$ cat src/rtl/ula_sequencer.sv
// Operand-entry and execution sequencer for the 8-bit ULA datapath.
// Conditions the enter/reuso buttons into single-cycle pulses, loads operand A,
// operand B and the opcode from the switches, then captures the ULA result.
module ula_sequencer #(
  parameter int WIDTH = 8,
  parameter int OPW   = 3,
  parameter int FLAGW = 4
) (
  input  logic             clk,
  input  logic             rst,
  input  logic             enter,
  input  logic             reuso,
  input  logic [WIDTH-1:0] sw,
  input  logic [WIDTH-1:0] alu_result,
  input  logic [FLAGW-1:0] alu_flags,
  output logic [WIDTH-1:0] op_a,
  output logic [WIDTH-1:0] op_b,
  output logic [OPW-1:0]   op_sel,
  output logic [WIDTH-1:0] result_q,
  output logic [FLAGW-1:0] flags_q,
  output logic             result_valid,
  output logic             done,
  output logic [2:0]       state
);

  typedef enum logic [2:0] {
    S_A    = 3'b000,
    S_B    = 3'b001,
    S_OP   = 3'b010,
    S_EXEC = 3'b011,
    S_SHOW = 3'b100
  } state_t;

  logic [2:0]       state_q, state_d;
  logic [WIDTH-1:0] a_d, b_d, res_d;
  logic [OPW-1:0]   sel_d;
  logic [FLAGW-1:0] flg_d;
  logic             valid_d, done_d;

  // Synchronizer and edge-delay flops; reset high so a button held through
  // reset must be released and pressed again before it produces a pulse.
  logic e_s0, e_s1, e_d;
  logic r_s0, r_s1, r_d;
  logic enter_pulse, reuso_pulse;

  // Two-flop synchronizers plus delay flop for rising-edge detection
  always_ff @(posedge clk or posedge rst) begin
    if (rst) begin
      {e_s0, e_s1, e_d} <= 3'b111;
      {r_s0, r_s1, r_d} <= 3'b111;
    end else begin
      e_s0 <= enter;
      e_s1 <= e_s0;
      e_d  <= e_s1;
      r_s0 <= reuso;
      r_s1 <= r_s0;
      r_d  <= r_s1;
    end
  end

  assign enter_pulse = e_s1 & ~e_d;
  assign reuso_pulse = r_s1 & ~r_d;

  // State and datapath registers
  always_ff @(posedge clk or posedge rst) begin
    if (rst) begin
      state_q      <= S_A;
      op_a         <= '0;
      op_b         <= '0;
      op_sel       <= '0;
      result_q     <= '0;
      flags_q      <= '0;
      result_valid <= 1'b0;
      done         <= 1'b0;
    end else begin
      state_q      <= state_d;
      op_a         <= a_d;
      op_b         <= b_d;
      op_sel       <= sel_d;
      result_q     <= res_d;
      flags_q      <= flg_d;
      result_valid <= valid_d;
      done         <= done_d;
    end
  end

  // Next-state and register-load decisions; everything holds unless a state loads it
  always_comb begin
    state_d = state_q;
    a_d     = op_a;
    b_d     = op_b;
    sel_d   = op_sel;
    res_d   = result_q;
    flg_d   = flags_q;
    valid_d = result_valid;
    done_d  = 1'b0;
    case (state_q)
      S_A: begin
        // Reusing the last result wins over a fresh switch entry
        if (reuso_pulse && result_valid) begin
          a_d     = result_q;
          state_d = S_B;
        end else if (enter_pulse) begin
          a_d     = sw;
          state_d = S_B;
        end
      end
      S_B: begin
        if (enter_pulse) begin
          b_d     = sw;
          state_d = S_OP;
        end
      end
      S_OP: begin
        if (enter_pulse) begin
          sel_d   = sw[OPW-1:0];
          state_d = S_EXEC;
        end
      end
      S_EXEC: begin
        res_d   = alu_result;
        flg_d   = alu_flags;
        valid_d = 1'b1;
        done_d  = 1'b1;
        state_d = S_SHOW;
      end
      S_SHOW: begin
        // Chain the shown result into operand A, or return to fresh entry
        if (reuso_pulse) begin
          a_d     = result_q;
          state_d = S_B;
        end else if (enter_pulse) begin
          state_d = S_A;
        end
      end
      default: state_d = S_A;
    endcase
  end

  assign state = state_q;

endmodule
$ cat config.mk
export PLATFORM = sky130hd
export DESIGN_NAME = ula_sequencer
export DESIGN_NICKNAME = d
export VERILOG_FILES = /design/src/rtl/ula_sequencer.sv
export SDC_FILE = /design/constraint.sdc
export NUM_CORES = 1
export LEC_CHECK = 0
export ABC_AREA = 1
export CAP_MARGIN = 20
export CORE_MARGIN = 4
export CORE_UTILIZATION = 30
export CTS_BUF_LIST = sky130_fd_sc_hd__clkbuf_8
export DETAILED_ROUTE_END_ITERATION = 8
export SLEW_MARGIN = 30
export SYNTH_ARGS = -nofsm -noshare
export SYNTH_HDL_FRONTEND = slang
export SYNTH_SLANG_ARGS = --single-unit
$ cat constraint.sdc
create_clock -name clk -period 1.75 [get_ports clk]
set_input_delay 0.35 -clock clk [delete_from_list [all_inputs] [get_ports clk]]
set_output_delay 0.35 -clock clk [all_outputs]
set_load 0.05 [all_outputs]
==> out/results.tsv, run 1 <==
stage	metric	value	unit
synth	register area share after synthesis	0.6104	
detailed_routing	DRC viols	0	
die	Core Area	5540	sq um
worst_setup_path	reg-to-reg startpoint	e_s1	
clock_tree	CTS tree	done	
sta	Final Cycle Share	0.8279	
worst_setup_path	r2r setup slk	0.30	ns
placed_design	placed instance count	326	
global_routing	met2 usage	0.1779	
power_and_ir_drop	VDD IR max	830.5	uV
global_routing	GRT Resource Usage Total	0.1203	
sta	setup_tns	0	ns
sta	worst setup margin	0.3012	ns
sta	Slew @ Worst Pin	0.4659	ns
run	Max-cap violations	0	
die	Chip Width	84.03	um
detailed_routing	drt pass-1 iters	4	
final_layout	commonest non-fill, non-tap cell in the layout	nand2_1	
synth	simple-gate area share of the yosys netlist	0.2482	
synth	Synth Area in Adders	0	
synth	Yosys cell types	18	
global_routing	vias in the first global route	1417	
synth	largest family of logic cells by synthesized area	simple AND/OR/NAND/NOR gates	
global_routing	pin count of the biggest net entering global routing	32	
clock_tree	post-CTS setup buffer count	0	
clock_tree	CTS sink cnt	42	
placed_design	hpwl dp	2980	um
sta	clk_skew	0.005383	ns
sta	final hold vios	0	
global_routing	GRT overflow	0	
power_and_ir_drop	leakage	0.001256	uW
power_and_ir_drop	Pwr Density	2223	nW/um^2
clock_tree	H-tree levels	2	
status	status	complete, no violations	
worst_setup_path	Crit-path slowest cell	dfstp_2	
die	die height	84.03	um
placed_design	placer congestion estimate	0.8773	
synth	XOR/XNOR Fraction of Synth Area	0	
die	Total Die Area	7061	sq um
sta	final setup fails	0	
synth	YS warnings	0	
worst_setup_path	Startpoint Class	flip-flop	
sta	Slew Viols, Final	0	
clock_tree	clk_lat worst skew	0.29	ns
sta	RSZ-0062 raised after global routing	false	
final_layout	area delta synth->final	39.75	%
synth	post-synthesis mux area share	0	
global_routing	first-pass GRT wire length	6727	um
placed_design	IO Port Bufs	59	
synth	cell count after synthesis	197	
detailed_routing	Detailed Route Iter0 Violations	60	
sta	minimum clock period	1.449	ns
clock_tree	CTS clk-pin slew, worst paths	0.08	ns
worst_setup_path	crit-path max FO	8	
final_layout	Nets	285	
placed_design	worst slack at placement	0.3125	ns
worst_setup_path	RR Endpoint	op_a[5]	
sta	Fin Hold WS	0.3219	ns
sta	Achievable Freq	690.2	MHz
detailed_routing	DRT Wirelength	4064	um
worst_setup_path	crit path DAT	1.69	ns
power_and_ir_drop	Tot Pwr	5388	uW
detailed_routing	Vias	1424	
worst_setup_path	crit end category	flip-flop	
final_layout	Non-Filler Instances	334	
clock_tree	CTS Buf Count	5	
synth	Synth Area in Compound Gates	0.07720	
synth	post-synthesis cell area	1734	sq um
worst_setup_path	largest stage delay on the critical path	0.53	ns
worst_setup_path	reg2reg path depth	6	
global_routing	grt met3 use	0.04442	
clock_tree	PostCTS Resize Cnt	0	
final_layout	most frequent cells in the layout	nand2_1, dfrtp_1, buf_4	
global_routing	GRT met1 Usage	0.1567	
global_routing	initial antenna violation count	0	
synth	Yosys reg bits	42	
worst_setup_path	Crit Path Class	reg2reg	
detailed_routing	via/cell ratio	4.263	
synth	synthesized area per cell	8.803	sq um
final_layout	ANT cells	0	
worst_setup_path	Worst setup startpoint	e_s1	
synth	Mapped Nets	221	
die	Core Rows	27	
worst_setup_path	worst path required time	1.99	ns
clock_tree	cts hold-fix bufs	0	
die	Starting Density	0.3130	
worst_hold_path	worst hold path type	in2async	
clock_tree	CTS Buffer Depth	2	
global_routing	Top Usage Layer GRT	met2	
detailed_routing	ANT nets after route	0	
worst_setup_path	worst path cell trace	inv_1 -> nor2_2 -> inv_1 -> a21oi_2 -> nand2_1 -> nand2_1	
sta	Relative slew margins	0.6875	
detailed_routing	wire per inst	12.17	um
die	Boundary Pins	60	
final_layout	share of cells above drive strength 1	0.2366	
clock_tree	CTS root buffer	clkbuf_8	
==> worst max-delay path by stage <==
stage	end	slack (ns)	depth (start not counted)
floorplan	result_q[3]	0.17	6
global placement	op_a[3]	0.33	8
detailed placement	op_a[3]	0.31	6
CTS	op_a[5]	0.29	6
global route	op_a[2]	0.17	6
finish	op_a[5]	0.30	6
==> registers in the layout, summed over array words and instances, names as in the netlist, 3 cells and up <==
register / flops
op_a: 8
op_b: 8
result_q: 8
flags_q: 4
op_sel: 3
state: 3
==> through the flow <==
| step | utilization | area [sq um] |
|---|---|---|
| global placement | 0.4210 | 2332 |
| floorplan | - | 1734 |
| global route | 0.4374 | 2424 |
| CTS | 0.4374 | 2424 |
| detailed placement | 0.4210 | 2332 |
| finish | 0.4374 | 2424 |
==> cell type report <==
class                      instances  area [sq um]
fill                             600          3117
sequential                        42          1059
multi-input combinational        130         564.3
timing repair buffer              61         540.5
tap                               72         90.09
clock buffer                       6         82.58
inverter                          21         78.83
clock inverter                     2         8.758
==> kinds of logic after synthesis <==
group,Yosys count
buffers and inverters,25
and+or+nand+nor,106
DFF,42
AOI/OAI and AO/OA,24
==> per-layer routing <==
metal  vias to the layer above  routed length, um
met5                         -                  0
met4                         0                 74
met3                         8                325
met2                        46               1718
met1                       635               1946
li1                        735                  -
==> report_power, final <==
group | internal (uW) | switching, uW
registers | 1390 | 300
logic | 891 | 2180
clock network | 312 | 320
==> critical path, delay by kind of cell, from the launching register on <==
family	cells	cell delay (ns)
AO/OA/AOI/OAI	1	0.33
buffers and inverters	2	0.17
flip-flops	1	0.53
AND/OR/NAND/NOR	3	0.36
==> cells in the mapped netlist <==
cell | n | area, sq um
nand2_1 | 92 | 345.3
dfrtp_1 | 36 | 900.9
inv_1 | 19 | 71.32
o21ai_0 | 17 | 85.08
dfstp_2 | 6 | 157.7
nand3_1 | 4 | 20.02
nor2_1 | 3 | 11.26
nor2_2 | 3 | 18.77
o21ai_1 | 3 | 15.01
buf_2 | 2 | 10.01
buf_6 | 2 | 22.52
inv_2 | 2 | 7.510
nand2_2 | 2 | 12.51
o21ai_2 | 2 | 17.52
a21oi_2 | 1 | 8.760
nand4_1 | 1 | 6.260
nor3_4 | 1 | 16.27
o31ai_1 | 1 | 7.510
No activity file was read; power rests on OpenSTA's default activity.
==> run 2: changes to the inputs <==
- clock period: 1.75 -> 1.4 ns (I/O delays scaled with it)
==> run 2 against run 1 <==
Effect of this change:
- clock-buffer cell count is the same
- via count grew 2.0%
- hold slack lost 0.073 ns
- clock skew grew 0.0020 ns
- global-route usage grew 0.28 points
- sequential cell count is the same
- clock power grew 23%
- sequential share of layout area shrank 8.1 points
- power grew 56%
- critical path type unchanged
- largest cell class unchanged
- largest power group unchanged
- highest routed layer unchanged
==> out/results.tsv, run 2 (synthesis gave the netlist of run 1 again) <==
stage	metric	value	unit	change
status	status	complete, no violations		
worst_setup_path	Crit Path Class	reg2reg		
sta	minimum clock period	1.319	ns	-0.1297 ns
die	Starting Density	0.3130		unchanged
power_and_ir_drop	leakage	0.001439	uW	+15%
die	Core Rows	27		unchanged
final_layout	post-layout util	0.5386		+0.1012
global_routing	vias in the first global route	1423		+0.42%
worst_hold_path	worst hold path type	in2async		
clock_tree	clk_lat worst skew	0.29	ns	about the same
clock_tree	CTS sink cnt	42		unchanged
final_layout	fin area	2984	sq um	+23%
power_and_ir_drop	sequential group share of total power	0.284		-0.029
worst_setup_path	reg-to-reg startpoint	state[1]		
global_routing	first-pass GRT wire length	6789	um	+0.92%
clock_tree	CTS root buffer	clkbuf_8		
clock_tree	H-tree levels	2		unchanged
clock_tree	CTS tree	done		
global_routing	pin count of the biggest net entering global routing	28		-13%
detailed_routing	DRC viols	0		unchanged
sta	Slew @ Worst Pin	0.4468	ns	-0.01912 ns
worst_setup_path	r2r setup slk	0.08	ns	-0.22 ns
global_routing	initial antenna violation count	0		unchanged
detailed_routing	DRT Wirelength	4182	um	+2.9%
power_and_ir_drop	Clock Power Share	0.093		-0.024
sta	clk_skew	0.007378	ns	+0.001995 ns
placed_design	placer congestion estimate	0.8502		-3.1%
power_and_ir_drop	Cell Int Power	4520	uW	+75%
worst_setup_path	reg2reg path depth	6		unchanged
final_layout	share of cells above drive strength 1	0.2884		+0.05175
detailed_routing	drt pass-1 iters	4		unchanged
power_and_ir_drop	switching power total	3874	uW	+38%
sta	Relative slew margins	0.7003		+0.01283
die	Core Area	5540	sq um	unchanged
power_and_ir_drop	VDD IR max	1503	uV	+81%
detailed_routing	via/cell ratio	4.286		+0.53%
sta	Achievable Freq	758.1	MHz	+9.8%
die	die height	84.03	um	unchanged
detailed_routing	ANT nets after route	0		unchanged
final_layout	most frequent cells in the layout	nand2_1, buf_12, dfrtp_1		
clock_tree	CTS clk-pin slew, worst paths	0.07	ns	about the same
placed_design	area post-placement	2804	sq um	+20%
worst_setup_path	crit end category	flip-flop		
worst_setup_path	crit path DAT	1.49	ns	-0.20 ns
worst_setup_path	Startpoint Class	flip-flop		
detailed_routing	Vias	1453		+2.0%
detailed_routing	wire per inst	12.34	um	+1.4%
clock_tree	CTS Buf Count	5		unchanged
placed_design	IO Port Bufs	59		unchanged
clock_tree	CTS Buffer Depth	2		unchanged
global_routing	GRT Resource Usage Total	0.1231		+0.002763
run	Max-cap violations	0		unchanged
sta	final setup fails	0		unchanged
power_and_ir_drop	Pwr Density	2813	nW/um^2	+27%
worst_setup_path	worst path required time	1.57	ns	-0.42 ns
power_and_ir_drop	share of total power in combinational logic	0.624		+0.054
die	Total Die Area	7061	sq um	unchanged
sta	Slew Viols, Final	0		unchanged
final_layout	biggest regs	op_a x8, op_b x8, result_q x8		
final_layout	area delta synth->final	72.08	%	
sta	Final Cycle Share	0.9423		+0.1144
die	Chip Width	84.03	um	unchanged
die	Boundary Pins	60		unchanged
sta	final hold vios	0		unchanged
final_layout	ANT cells	0		unchanged
global_routing	GRT overflow	0		unchanged
final_layout	Nets	290		+1.8%
sta	RSZ-0062 raised after global routing	true		
worst_setup_path	crit-path max FO	16		+8
detailed_routing	Detailed Route Iter0 Violations	80		+33%
placed_design	hpwl dp	3198	um	+7.3%
power_and_ir_drop	switch share	0.4615		-0.05798
worst_setup_path	RR Endpoint	op_b[2]		
final_layout	commonest non-fill, non-tap cell in the layout	nand2_1		
run 2: worst max path at each step:
stage	start	to	slack, ns	depth (start not counted)
after floorplan	state[0]	op_a[0]	0.03	8
after global placement	r_s1	op_a[2]	0.06	8
after detailed placement	r_s1	op_a[3]	-0.02	8
after CTS	r_s1	op_a[5]	0.02	8
after global routing	e_s1	op_sel[1]	-0.04	6
final	state[1]	op_b[2]	0.08	6
run 2: repair_timing:
action	4_1_cts	5_1_grt
hold buffers	0	0
resized for setup	2	17
buffers inserted	0	2
endpoints found under the hold margin	0	0
pin swaps	0	2
setup endpoints to repair	3	17
run 2: power by group through the flow:
stage          Combinational, uW  Sequential [uW]  Clock, uW
2_1_floorplan               1010             3790          0
3_3_place_gp                5090             2380          0
3_5_place_dp                5150             2390          0
4_1_cts                     5160             2380        808
5_1_grt                     5520             2450        868
6_report                    5240             2380        779
run 2: area by class of cell:
| type | count | area, sq um |
|---|---|---|
| fill | 514 | 2556 |
| sequential | 42 | 1062 |
| timing repair buffer | 66 | 1032 |
| multi-input combinational | 130 | 625.6 |
| tap | 72 | 90.09 |
| clock buffer | 6 | 82.58 |
| inverter | 21 | 82.58 |
| clock inverter | 2 | 8.758 |
run 2: per-layer routing:
layer / global-route usage / part of all wire / vias to the layer above
li1: - / - / 748
met1: 0.1520 / 0.42 / 649
met2: 0.1844 / 0.47 / 51
met3: 0.06219 / 0.099 / 5
met4: 0.04386 / 0.011 / 0
met5: 0 / 0 / -
run 2: per-stage QoR:
step	hold slack [ns]	TNS [ns]	total power [uW]	instances	setup WS [ns]
finish	0.2488	0	8394	339	0.08083
global placement	0.3462	0	7471	330	0.05616
detailed placement	0.3468	-0.02185	7542	330	-0.02185
CTS	0.2513	0	8350	338	0.01655
global route	0.2777	-0.2064	8837	339	-0.04443
floorplan	0.2845	0	4798	197	0.02575
run 2: worst max-delay path, stage by stage (launching register included):
cell	delay, ns
dfrtp_2	0.45
inv_1	0.15
nand3_1	0.14
inv_1	0.11
nand2_2	0.18
nand2_1	0.10
o21ai_0	0.07
==> run 3: changes to the inputs <==
- CORE_MARGIN: 4 -> 1
- GPL_TIMING_DRIVEN: unset -> 0
- RECOVER_POWER: unset -> 25
==> run 3 against run 2 <==
Effect of this change:
- core utilization down 6.4 points
- non-clock buffer count grew 4
- via count up 4.9%
- the run now ends with negative setup slack left
- critical path depth increased by 1
- global-route usage grew 2.1 points
==> out/results.tsv, run 3 (synthesis gave the netlist of run 1 again) <==
stage	metric	value	unit	change
power_and_ir_drop	Clock Power Share	0.102		+0.009
global_routing	first-pass GRT wire length	6837	um	+0.71%
final_layout	area delta synth->final	51.66	%	
global_routing	initial antenna violation count	0		unchanged
detailed_routing	via/cell ratio	4.443		+3.7%
worst_setup_path	worst path required time	1.63	ns	+0.06 ns
die	Total Die Area	6089	sq um	-14%
power_and_ir_drop	switch share	0.5210		+0.05947
placed_design	placer congestion estimate	0.7777		-8.5%
final_layout	commonest non-fill, non-tap cell in the layout	nand2_1		
run	Max-cap violations	0		unchanged
clock_tree	CTS clk-pin slew, worst paths	0.08	ns	about the same
worst_setup_path	largest stage delay on the critical path	0.55	ns	+0.10 ns
clock_tree	H-tree levels	2		unchanged
sta	Achievable Freq	712.3	MHz	-6.0%
power_and_ir_drop	leakage	0.001294	uW	-10%
detailed_routing	Vias	1524		+4.9%
status	status	finished, violations left		
worst_setup_path	Startpoint Class	flip-flop		
global_routing	pin count of the biggest net entering global routing	26		-7.1%
die	Core Area	5540	sq um	unchanged
worst_setup_path	crit path DAT	1.63	ns	+0.14 ns
placed_design	hpwl dp	2889	um	-9.6%
worst_hold_path	cell depth of the worst hold path	0		
sta	Relative slew margins	0.5291		-0.1712
worst_hold_path	worst hold path type	reg2reg		
worst_setup_path	Crit-path slowest cell	dfstp_2		
die	die height	78.03	um	-7.1%
clock_tree	clk_lat worst skew	0.28	ns	about the same
worst_setup_path	Top Family by Delay on Critical Path	flip-flops		
detailed_routing	drt pass-1 iters	4		unchanged
sta	setup_tns	-0.003865	ns	-0.003865 ns
sta	final hold vios	0		unchanged
status	failing checks	negative setup slack		
sta	Slew Viols, Final	0		unchanged
power_and_ir_drop	Cell Int Power	3277	uW	-28%
detailed_routing	DRT Wirelength	4062	um	-2.9%
placed_design	placed instance count	329		-0.30%
detailed_routing	wire per inst	11.84	um	-4.0%
worst_setup_path	reg2reg path depth	7		+1
global_routing	GRT overflow	0		unchanged
final_layout	Non-Filler Instances	343		+1.2%
sta	clk_skew	0.009225	ns	+0.001847 ns
sta	Slew @ Worst Pin	0.7056	ns	+0.2588 ns
worst_setup_path	crit-path max FO	8		-8
worst_setup_path	crit end category	flip-flop		
final_layout	Nets	294		+1.4%
die	Starting Density	0.3130		unchanged
worst_setup_path	CP bufs+invs	2		unchanged
sta	Final Cycle Share	1.003		+0.06049
worst_setup_path	r2r setup slk	-0.004	ns	-0.08 ns
global_routing	GRT Resource Usage Total	0.1436		+0.02055
worst_setup_path	RR Endpoint	op_a[5]		
clock_tree	CTS Buf Count	5		unchanged
final_layout	biggest regs	op_a x8, op_b x8, result_q x8		
power_and_ir_drop	share of total power in combinational logic	0.590		-0.034
die	Boundary Pins	60		unchanged
placed_design	IO Port Bufs	59		unchanged
worst_setup_path	Worst setup startpoint	r_s1		
detailed_routing	Detailed Route Iter0 Violations	71		-11%
clock_tree	CTS sink cnt	42		unchanged
power_and_ir_drop	switching power total	3564	uW	-8.0%
worst_setup_path	WP depth	7		+1
final_layout	most frequent cells in the layout	nand2_1, dfrtp_1, clkdlybuf4s15_2		
worst_setup_path	reg-to-reg startpoint	r_s1		
power_and_ir_drop	VDD IR max	1133	uV	-25%
worst_setup_path	Crit Path Class	reg2reg		
detailed_routing	ANT nets after route	0		unchanged
final_layout	ANT cells	0		unchanged
sta	RSZ-0062 raised after global routing	true		
final_layout	# fillers	582		+13%
power_and_ir_drop	sequential group share of total power	0.307		+0.023
worst_setup_path	CP endpoint	op_a[5]		
clock_tree	CTS root buffer	clkbuf_8		
worst_setup_path	worst path cell trace	inv_2 -> nor2_4 -> buf_6 -> o21ai_2 -> a21oi_4 -> nand2_1 -> nand2_1		
detailed_routing	DRC viols	0		unchanged
clock_tree	CTS Buffer Depth	2		unchanged
die	Chip Width	78.03	um	-7.1%
sta	minimum clock period	1.404	ns	+0.08469 ns
sta	worst setup margin	-0.003865	ns	-0.08469 ns
final_layout	share of cells above drive strength 1	0.3063		+0.01788
sta	final setup fails	1		+1
worst_setup_path	cell mode on critical path	nand2_1		
die	Core Rows	27		unchanged
power_and_ir_drop	Pwr Density	2601	nW/um^2	-7.5%
clock_tree	CTS tree	done		
global_routing	vias in the first global route	1472		+3.4%
placed_design	worst slack at placement	-0.1363	ns	-0.1144 ns
## run 3: cell count changes in the layout (fill, tap and decap cells not counted), sizes merged
cell           delta
clkdlybuf4s15    +30
buf              -29
inv               +4
clkdlybuf4s50     -3
dlygate4sd3       +3
clkinv            -2
clkbuf            +1
clkdlybuf4s18     +1
clkinvlp          -1
## run 3: worst min-delay path by stage
stage                     startpoint  endpoint  slack, ns
after floorplan                enter      e_s0       0.28
after global placement          r_s0      r_s1       0.35
after detailed placement        r_s0      r_s1       0.35
after CTS                        rst   op_a[5]       0.31
after global routing            r_s0      r_s1       0.36
final                           r_s0      r_s1       0.36
## run 3: final cells by class
cell class	instances	area (sq um)	share of cell area
sequential	42	1062	0.4039
tap	72	90.09	0.03425
buffer	3	30.03	0.01142
timing repair buffer	67	670.6	0.2550
inverter	21	78.83	0.02997
clock inverter	3	11.26	0.004282
clock buffer	5	68.82	0.02617
multi-input combinational	130	618.1	0.2350
## run 3: what timing repair did
action	in CTS	in global routing
setup buffers	0	6
cloned	0	1
hold buffers	0	0
resized for setup	113	26
pin swaps	1	9
setup endpoints to repair	46	29
## run 3: metrics by stage
stage / utilization / power (uW) / hold slack, ns / instance area [sq um]
after floorplan: - / 4798 / 0.2845 / 1738
after global placement: 0.4365 / 6135 / 0.3454 / 2419
after detailed placement: 0.4402 / 6187 / 0.3470 / 2439
after CTS: 0.4684 / 6835 / 0.3059 / 2595
after global routing: 0.4747 / 7306 / 0.3620 / 2630
final: 0.4747 / 6841 / 0.3566 / 2630
## run 3: worst register-to-register path, cell delays in order, from the launching register on
cell	delay, ns
dfstp_2	0.55
inv_2	0.05
nor2_4	0.13
buf_6	0.11
o21ai_2	0.08
a21oi_4	0.25
nand2_1	0.11
nand2_1	0.08
## run 3: power groups by stage
stage	Sequential [uW]	Combinational, uW	Clock, uW
after global placement	2110	4030	0
final	2100	4040	700
after global routing	2190	4330	787
after detailed placement	2110	4080	0
after floorplan	3790	1010	0
after CTS	2100	4000	732
## run 3: per-layer routing
layer  track usage  up-vias  wire, um
met5             0        -         0
met4       0.03889        0        32
met3       0.04767        5       319
met2        0.2292       54      1863
met1        0.1871      708      1846
li1              -      757         -
